File: config.mk
export PLATFORM = sky130hd
export DESIGN_NAME = fetch_unit
export DESIGN_NICKNAME = d
export VERILOG_FILES = /design/src/rtl/fetch_unit.sv
export SDC_FILE = /design/constraint.sdc
export NUM_CORES = 1
export LEC_CHECK = 0
export CAP_MARGIN = 5
export CELL_PAD_IN_SITES_DETAIL_PLACEMENT = 1
export CELL_PAD_IN_SITES_GLOBAL_PLACEMENT = 2
export CORE_ASPECT_RATIO = 0.9
export CORE_MARGIN = 5
export CORE_UTILIZATION = 29
export DETAILED_ROUTE_END_ITERATION = 7
export GPL_TIMING_DRIVEN = 0
export PLACE_DENSITY_LB_ADDON = 0.2
export SYNTH_ARGS = -nofsm -noshare
export SYNTH_HDL_FRONTEND = slang
export SYNTH_SLANG_ARGS = --single-unit
File: constraint.sdc
create_clock -name clk -period 7.35 [get_ports clk]
set_input_delay 1.1025 -clock clk [delete_from_list [all_inputs] [get_ports clk]]
set_output_delay 1.1025 -clock clk [all_outputs]
set_load 0.005 [all_outputs]
File: src/rtl/fetch_unit.sv
// -----------------------------------------------------------------------------
// fetch_unit
//
// Instruction-fetch front end of the five-stage pipeline. Owns the PC, drives
// the instruction bus and tells the hazard unit when fetch is not ready.
//
// A request on the bus is never aborted. When a redirect arrives while a fetch
// is outstanding, the target is parked in a pending register, the wrong-path
// response is swallowed, and the target is fetched afterwards.
//
// Ports
//   clk            rising-edge clock
//   reset          asynchronous, active-high
//   PCWrite[1:0]   hazard code: 00 advance, 01/11 hold (ignored while waiting)
//   PCSel          redirect request from execute
//   pc_target      redirect address, sampled when PCSel=1
//   ireq_valid     instruction request valid
//   ireq_addr      request address
//   iresp_data_ok  response for the outstanding request
//   iresp_data     instruction word, valid with iresp_data_ok
//   pc             address of the instruction presented on instr
//   instr          fetched instruction
//   instr_valid    instr is a correct-path instruction
//   imem_wait      fetch not ready (to the hazard unit)
// -----------------------------------------------------------------------------
module fetch_unit #(
  parameter logic [63:0] PC_RESET = 64'h8000_0000
) (
  input  logic        clk,
  input  logic        reset,
  input  logic [1:0]  PCWrite,
  input  logic        PCSel,
  input  logic [63:0] pc_target,
  output logic        ireq_valid,
  output logic [63:0] ireq_addr,
  input  logic        iresp_data_ok,
  input  logic [31:0] iresp_data,
  output logic [63:0] pc,
  output logic [31:0] instr,
  output logic        instr_valid,
  output logic        imem_wait
);

  // FETCH   : request on the bus for pc_q
  // HOLD    : response captured, pipeline stalled, bus idle
  // DISCARD : redirect seen mid-request; waiting out the stale response
  typedef enum logic [1:0] {
    S_FETCH   = 2'd0,
    S_HOLD    = 2'd1,
    S_DISCARD = 2'd2
  } state_e;

  state_e      state_q, state_d;
  logic [63:0] pc_q, pc_d;
  logic [31:0] buf_instr_q, buf_instr_d;
  logic        buf_stale_q, buf_stale_d;
  logic        pend_valid_q, pend_valid_d;
  logic [63:0] pend_pc_q, pend_pc_d;

  // Unreset-gated versions of the outputs; reset forcing is applied at the end.
  logic        ireq_valid_int;
  logic        imem_wait_int;
  logic [31:0] instr_int;
  logic        instr_valid_int;
  logic        advance;
  logic [63:0] pc_seq;

  assign pc_seq = pc_q + 64'd4;

  always_comb begin
    state_d         = state_q;
    pc_d            = pc_q;
    buf_instr_d     = buf_instr_q;
    buf_stale_d     = buf_stale_q;
    pend_valid_d    = pend_valid_q;
    pend_pc_d       = pend_pc_q;
    ireq_valid_int  = 1'b0;
    imem_wait_int   = 1'b1;
    instr_int       = 32'h0;
    instr_valid_int = 1'b0;
    advance         = 1'b0;

    // Output decode first: advance depends on imem_wait.
    case (state_q)
      S_FETCH: begin
        ireq_valid_int  = 1'b1;
        imem_wait_int   = !iresp_data_ok;
        instr_int       = iresp_data;
        instr_valid_int = iresp_data_ok && !pend_valid_q;
      end
      S_HOLD: begin
        ireq_valid_int  = 1'b0;
        imem_wait_int   = 1'b0;
        instr_int       = buf_instr_q;
        instr_valid_int = !(buf_stale_q || pend_valid_q);
      end
      S_DISCARD: begin
        ireq_valid_int  = 1'b1;
        imem_wait_int   = 1'b1;
        instr_int       = 32'h0;
        instr_valid_int = 1'b0;
      end
      default: begin
        ireq_valid_int  = 1'b0;
        imem_wait_int   = 1'b1;
      end
    endcase

    // Only 00 advances; every other code holds. PCWrite is meaningless
    // while waiting, so the wait term masks it.
    advance = (PCWrite == 2'b00) && !imem_wait_int;

    if (advance) begin
      // A same-cycle redirect wins over an older pending one.
      if (PCSel)             pc_d = pc_target;
      else if (pend_valid_q) pc_d = pend_pc_q;
      else                   pc_d = pc_seq;
      pend_valid_d = 1'b0;
      state_d      = S_FETCH;
    end else if ((state_q == S_DISCARD) && iresp_data_ok) begin
      // Stale response retires; jump to the newest redirect target.
      pc_d         = PCSel ? pc_target : pend_pc_q;
      pend_valid_d = 1'b0;
      state_d      = S_FETCH;
    end else begin
      if (PCSel) begin
        pend_valid_d = 1'b1;
        pend_pc_d    = pc_target;
      end
      case (state_q)
        S_FETCH: begin
          if (iresp_data_ok) begin
            buf_instr_d = iresp_data;
            buf_stale_d = pend_valid_q || PCSel;
            state_d     = S_HOLD;
          end else if (PCSel) begin
            // The request cannot be withdrawn, so ride it out in DISCARD
            // with ireq_addr held stable.
            state_d = S_DISCARD;
          end
        end
        S_HOLD: begin
          if (PCSel) buf_stale_d = 1'b1;
        end
        default: ;
      endcase
    end
  end

  always_ff @(posedge clk or posedge reset) begin
    if (reset) begin
      state_q      <= S_FETCH;
      pc_q         <= PC_RESET;
      buf_instr_q  <= 32'h0;
      buf_stale_q  <= 1'b0;
      pend_valid_q <= 1'b0;
      pend_pc_q    <= 64'h0;
    end else begin
      state_q      <= state_d;
      pc_q         <= pc_d;
      buf_instr_q  <= buf_instr_d;
      buf_stale_q  <= buf_stale_d;
      pend_valid_q <= pend_valid_d;
      pend_pc_q    <= pend_pc_d;
    end
  end

  // Reset forces the bus idle immediately, abandoning any in-flight request.
  assign ireq_valid  = !reset && ireq_valid_int;
  assign imem_wait   = reset || imem_wait_int;
  assign instr       = reset ? 32'h0 : instr_int;
  assign instr_valid = !reset && instr_valid_int;
  assign ireq_addr   = pc_q;
  assign pc          = pc_q;

endmodule
# Word-level counts from Yosys, hierarchy flattened
# Index checks and enable logic that the tools add are counted.
[word_totals] mem_count=0 rom_bits=0 latchBits=0 ff_bits=164 word_cells=58 inputBits=102 mem_bits_rw=0 output_inout_bits=163
[classes] eq_ne=4 add_sub_neg=1 n_div=0 shift=0 order_cmp=0 mul=0 n_bitwise=2 n_mux=20 n_reduce_logical=25
[op_table] operator="$mux W64" count=5
[op_table] operator="$add A64 B3 Y64 const B" count=1
[op_table] operator="$pmux W32 S2" count=1
[op_table] operator="$mux W32" count=1
[op_table] operator="$mux W2" count=5
[op_table] operator="$pmux W1 S2" count=3
[op_table] operator="$reduce_bool A3 Y1" count=2
[op_table] operator="$logic_and A1 B1 Y1" count=5
[op_table] operator="$logic_not A1 Y1" count=5
[op_table] operator="$mux W1" count=5
[op_table] operator="$reduce_and A5 Y1" count=1
[op_table] operator="$logic_not A2 Y1" count=2
[op_table] operator="$ne A2 B2 Y1 const B" count=2
[op_table] operator="$reduce_and A2 Y1" count=2
[op_table] operator="$reduce_and A4 Y1" count=1
[op_table] operator="$reduce_bool A2 Y1" count=2
[op_table] operator="$reduce_bool A4 Y1" count=1
[op_table] operator="$logic_or A1 B1 Y1" count=3
[op_table] operator="$eq A2 B1 Y1 const B" count=1
[op_table] operator="$eq A2 B2 Y1 const B" count=1
[op_table] operator="$not A1 Y1" count=2
[op_table] operator="$reduce_or A2 Y1" count=1

# Logic depth before layout (Yosys ltp)
[logic_depth] word_depth=6 depth_mapped=10 depth_no_buf=7

# Least setup slack after synthesis
# OpenSTA, ideal clock, no wires.
[synth_path] path_type="input to output" start="input reset" end="output instr_valid" slack_ns=4.205 path_stages=4 arrival_time_ns=2.042 path_buffers=1 cell_sequence="or2_2 > clkbuf_1 > or2_2 > a211oi_1"
[synth_via] elab_chain_cells=2
[synth_rtl] item="start: declaration" line_no="30" rtl="input logic reset,"
[synth_rtl] item="$logic_not A1 Y1" line_no="172" rtl="assign instr_valid = !reset && instr_valid_int;"
[synth_rtl] item="$logic_and A1 B1 Y1" line_no="172"
[synth_rtl] item="end: declaration" line_no="40" rtl="output logic instr_valid,"
# No other way between the ends.

# Worst setup path in the final report
# Same ends and word-level chain as after synthesis.

==> impl_metrics.yaml <==
worst_setup_path:
  r2r_setup_slack_ns: 3.66
  r2r_cells: 7
  cp.arrival_ns: 3.30
  start_kind: "input port"
  reg2reg_to: "ireq_addr[33]"
  path_max_fanout: 6
  r2r-start: "state_q[1]"
  crit_required_ns: 6.25
  endpoint_kind: "output pin"
  criticalPathCategory: "in2out"
placement:
  dp_cells: 1796
  post_dp_cell_area_sq_um: 13180
  pre_cts_slack_ns: 2.841
  globalplace.congestion: 0.8135
  portBuffers: 262
  dp.final_hpwl_um: 31510
yosys:
  ys.flop_type: "dfrtp_1"
  ys_warn_count: 0
  avgSynthCellArea_sq_um: 9.285
  yosysSeqAreaShare_pct: 41.32
  ys_seq_elements: 164
  async_flop_share_pct: 100.0
  netlist_instances: 1070
  synth_edf_count: 0
  syn-cell-area_sq_um: 9935
  syn_nets: 1173
  synth_cell_types: 68
floorplan:
  core_area_sq_um: 33950
  die_w_um: 205.1
  initial_core_util_pct: 29.26
  die_h_um: 185.6
  ios: 265
  rows: 64
  dieArea_sq_um: 38060
job:
  cap_viol_max_count: 1
final_layout:
  final_cell_mix: "clkdlybuf4s50_1 (262), dfrtp_1 (163), mux2_2 (94)"
  drive_above_1_share_pct: 16.18
  fin_cells: 1828
  finalInstanceArea_sq_um: 13770
  antennaDiodeCount: 0
  final_common_cell: "clkdlybuf4s50_1"
  nNetsFinal: 1456
  areaGrowthSynthToFinish_pct: 38.59
clock_network:
  cts_sinks: 164
  worstSkewPairLatency_ns: 0.45
  ctsResizeCount: 0
  cts_max_path_buffers: 2
  postCtsSetupRepairBufs: 0
  cts_root_buffer: "clkbuf_16"
  cts-buffers-inserted: 17
  path_clk_slew_ns: 0.07
  cts_tree: "yes"
  hold_buffers: 0
  h-tree-depth: 4
timing:
  worst_pin_slew_ns: 1.472
  setup_viol_count_final: 0
  fmax_ghz: 0.2270
  relSlewSlack_pct: 1.104
  finalMaxSlewViolations: 0
  finalCriticalPeriod_ns: 4.405
  hold_viol_final: 0
  fin_ws_ns: 2.945
  clock_skew_ns: 0.01560
  period_share_pct: 59.93
  rsz0062_at_grt: "no"
drt:
  wl_per_cell_um: 23.88
  drc: 0
  drtIter0Drc: 507
  firstDrtPassIters: 5
  avgViaCountPerCell: 5.356
  antenna_left: 0
  drt-total-wl_um: 43660
  vias: 9790
pwr:
  p_per_area_nw_per_um2: 384.6
  power_leakage_nw: 5.473
  max-vdd-ir-drop_mv: 0.1930
  power_frac_clock_pct: 17.6
  switchingPower_w: 0.002026
  p_comb_share_pct: 49.1
  p_seq_share_pct: 33.3
  switching_share_pct: 38.27
  p_int_w: 0.003269
hold_path:
  hp-start: "buf_instr_q[30]"
  hold_depth: 1
  hp-class: "reg2reg"
  hold_end: "buf_instr_q[30]"
outcome:
  status: "finished with violations"
  violations: "capacitance limit"
grt:
  antenna_found_initial: 3
  grt_use_total_pct: 22.62
  first_global_vias: 10170
  grt_max_degree: 84
  grt-ovfl-total: 0
  grt_pass1_wl_um: 65060
## registers in the layout, summed over array words and instances, names as in the netlist
signal        cells
pend_pc_q        64
state_q           2
buf_stale_q       1
buf_instr_q      32
ireq_addr        64
pend_valid_q      1
## stage by stage
step           TNS, ns  util, %  hold WS (ns)  total power [W]
2_1_floorplan        0        -        0.4706         0.002962
3_3_place_gp   -218.07    38.69        0.4794         0.004333
3_5_place_dp         0    38.83        0.4879         0.004388
4_1_cts              0    40.55        0.5106         0.005337
5_1_grt              0    40.55        0.5147         0.005637
6_report             0    40.55        0.5080         0.005295
## cell families (layout without fill, tap and decap cells)
logic type	Yosys count	count (layout)	synth area share (%)
and+or+nand+nor	329	329	16.06
AOI/OAI and AO/OA	268	268	17.64
adders and majority gates	1	1	0.1259
DFF	164	164	41.32
buffers and inverters	153	449	8.325
muxes	133	133	14.58
xor gates and xnor gates	22	22	1.940
## Yosys cell counts, types with 7 or more instances
library cell	number	area (sq um)
dfrtp_1	163	4079
mux2_2	94	1059
nor2_1	92	345.3
nand2_1	89	334.1
a21oi_1	70	350.3
o21ai_0	68	340.3
clkbuf_1	66	247.7
buf_4	65	488.0
mux2i_1	39	390.4
nand3_1	38	190.2
and3_1	26	162.7
nor3_1	21	105.1
a221oi_1	18	157.7
nand4_1	18	112.6
a211oi_1	17	127.6
o211ai_1	17	127.6
inv_1	14	52.55
xor2_1	14	122.6
a31oi_1	13	81.33
a21o_1	10	75.07
and4_1	8	70.07
nor4_1	8	50.05
xnor2_1	8	70.07
or2_2	7	43.79
## worst max path at each step
stage / from / to / slack (ns) / cells after the start
global route: reset / instr_valid / 2.84 / 6
detailed placement: PCWrite[1] / ireq_addr[53] / 2.84 / 8
floorplan: reset / buf_instr_q[0] / 1.82 / 1
CTS: reset / instr_valid / 2.93 / 6
finish: reset / instr_valid / 2.95 / 6
global placement: reset / ireq_addr[28] / -1.35 / 2
## critical path, stage by stage
cell and delay [ns]:
clkdlybuf4s50_1 0.54, or2_2 0.32, clkbuf_1 0.18, or2_2 0.32, a211oi_1 0.23, clkdlybuf4s50_1 0.60
## layer usage
metal	vias to the layer above	GRT usage, %	wire, um
met2	361	36.47	20090
met5	-	1.276	103
met4	8	3.616	420
met3	36	7.230	3774
met1	4972	30.40	19270
li1	4413	-	-
## final cells by class
cell class / instances / area [sq um]
Clock inverter: 12 / 117.6
Timing Repair Buffer: 264 / 2658
Inverter: 14 / 60.06
Tap cell: 462 / 578.1
Fill cell: 3960 / 20180
Sequential cell: 164 / 4105
Multi-Input combinational cell: 753 / 5009
Buffer: 139 / 774.5
Clock buffer: 20 / 466.7
## power by group through the flow
stage	clock (W)	combinational, W	sequential [W]
finish	0.000931	0.00260	0.00177
detailed placement	0	0.00261	0.00178
global placement	0	0.00257	0.00176
CTS	0.000950	0.00262	0.00177
floorplan	0	0.00134	0.00162
global route	0.000984	0.00282	0.00184
Note: power is estimated with default switching activity, not from simulation.
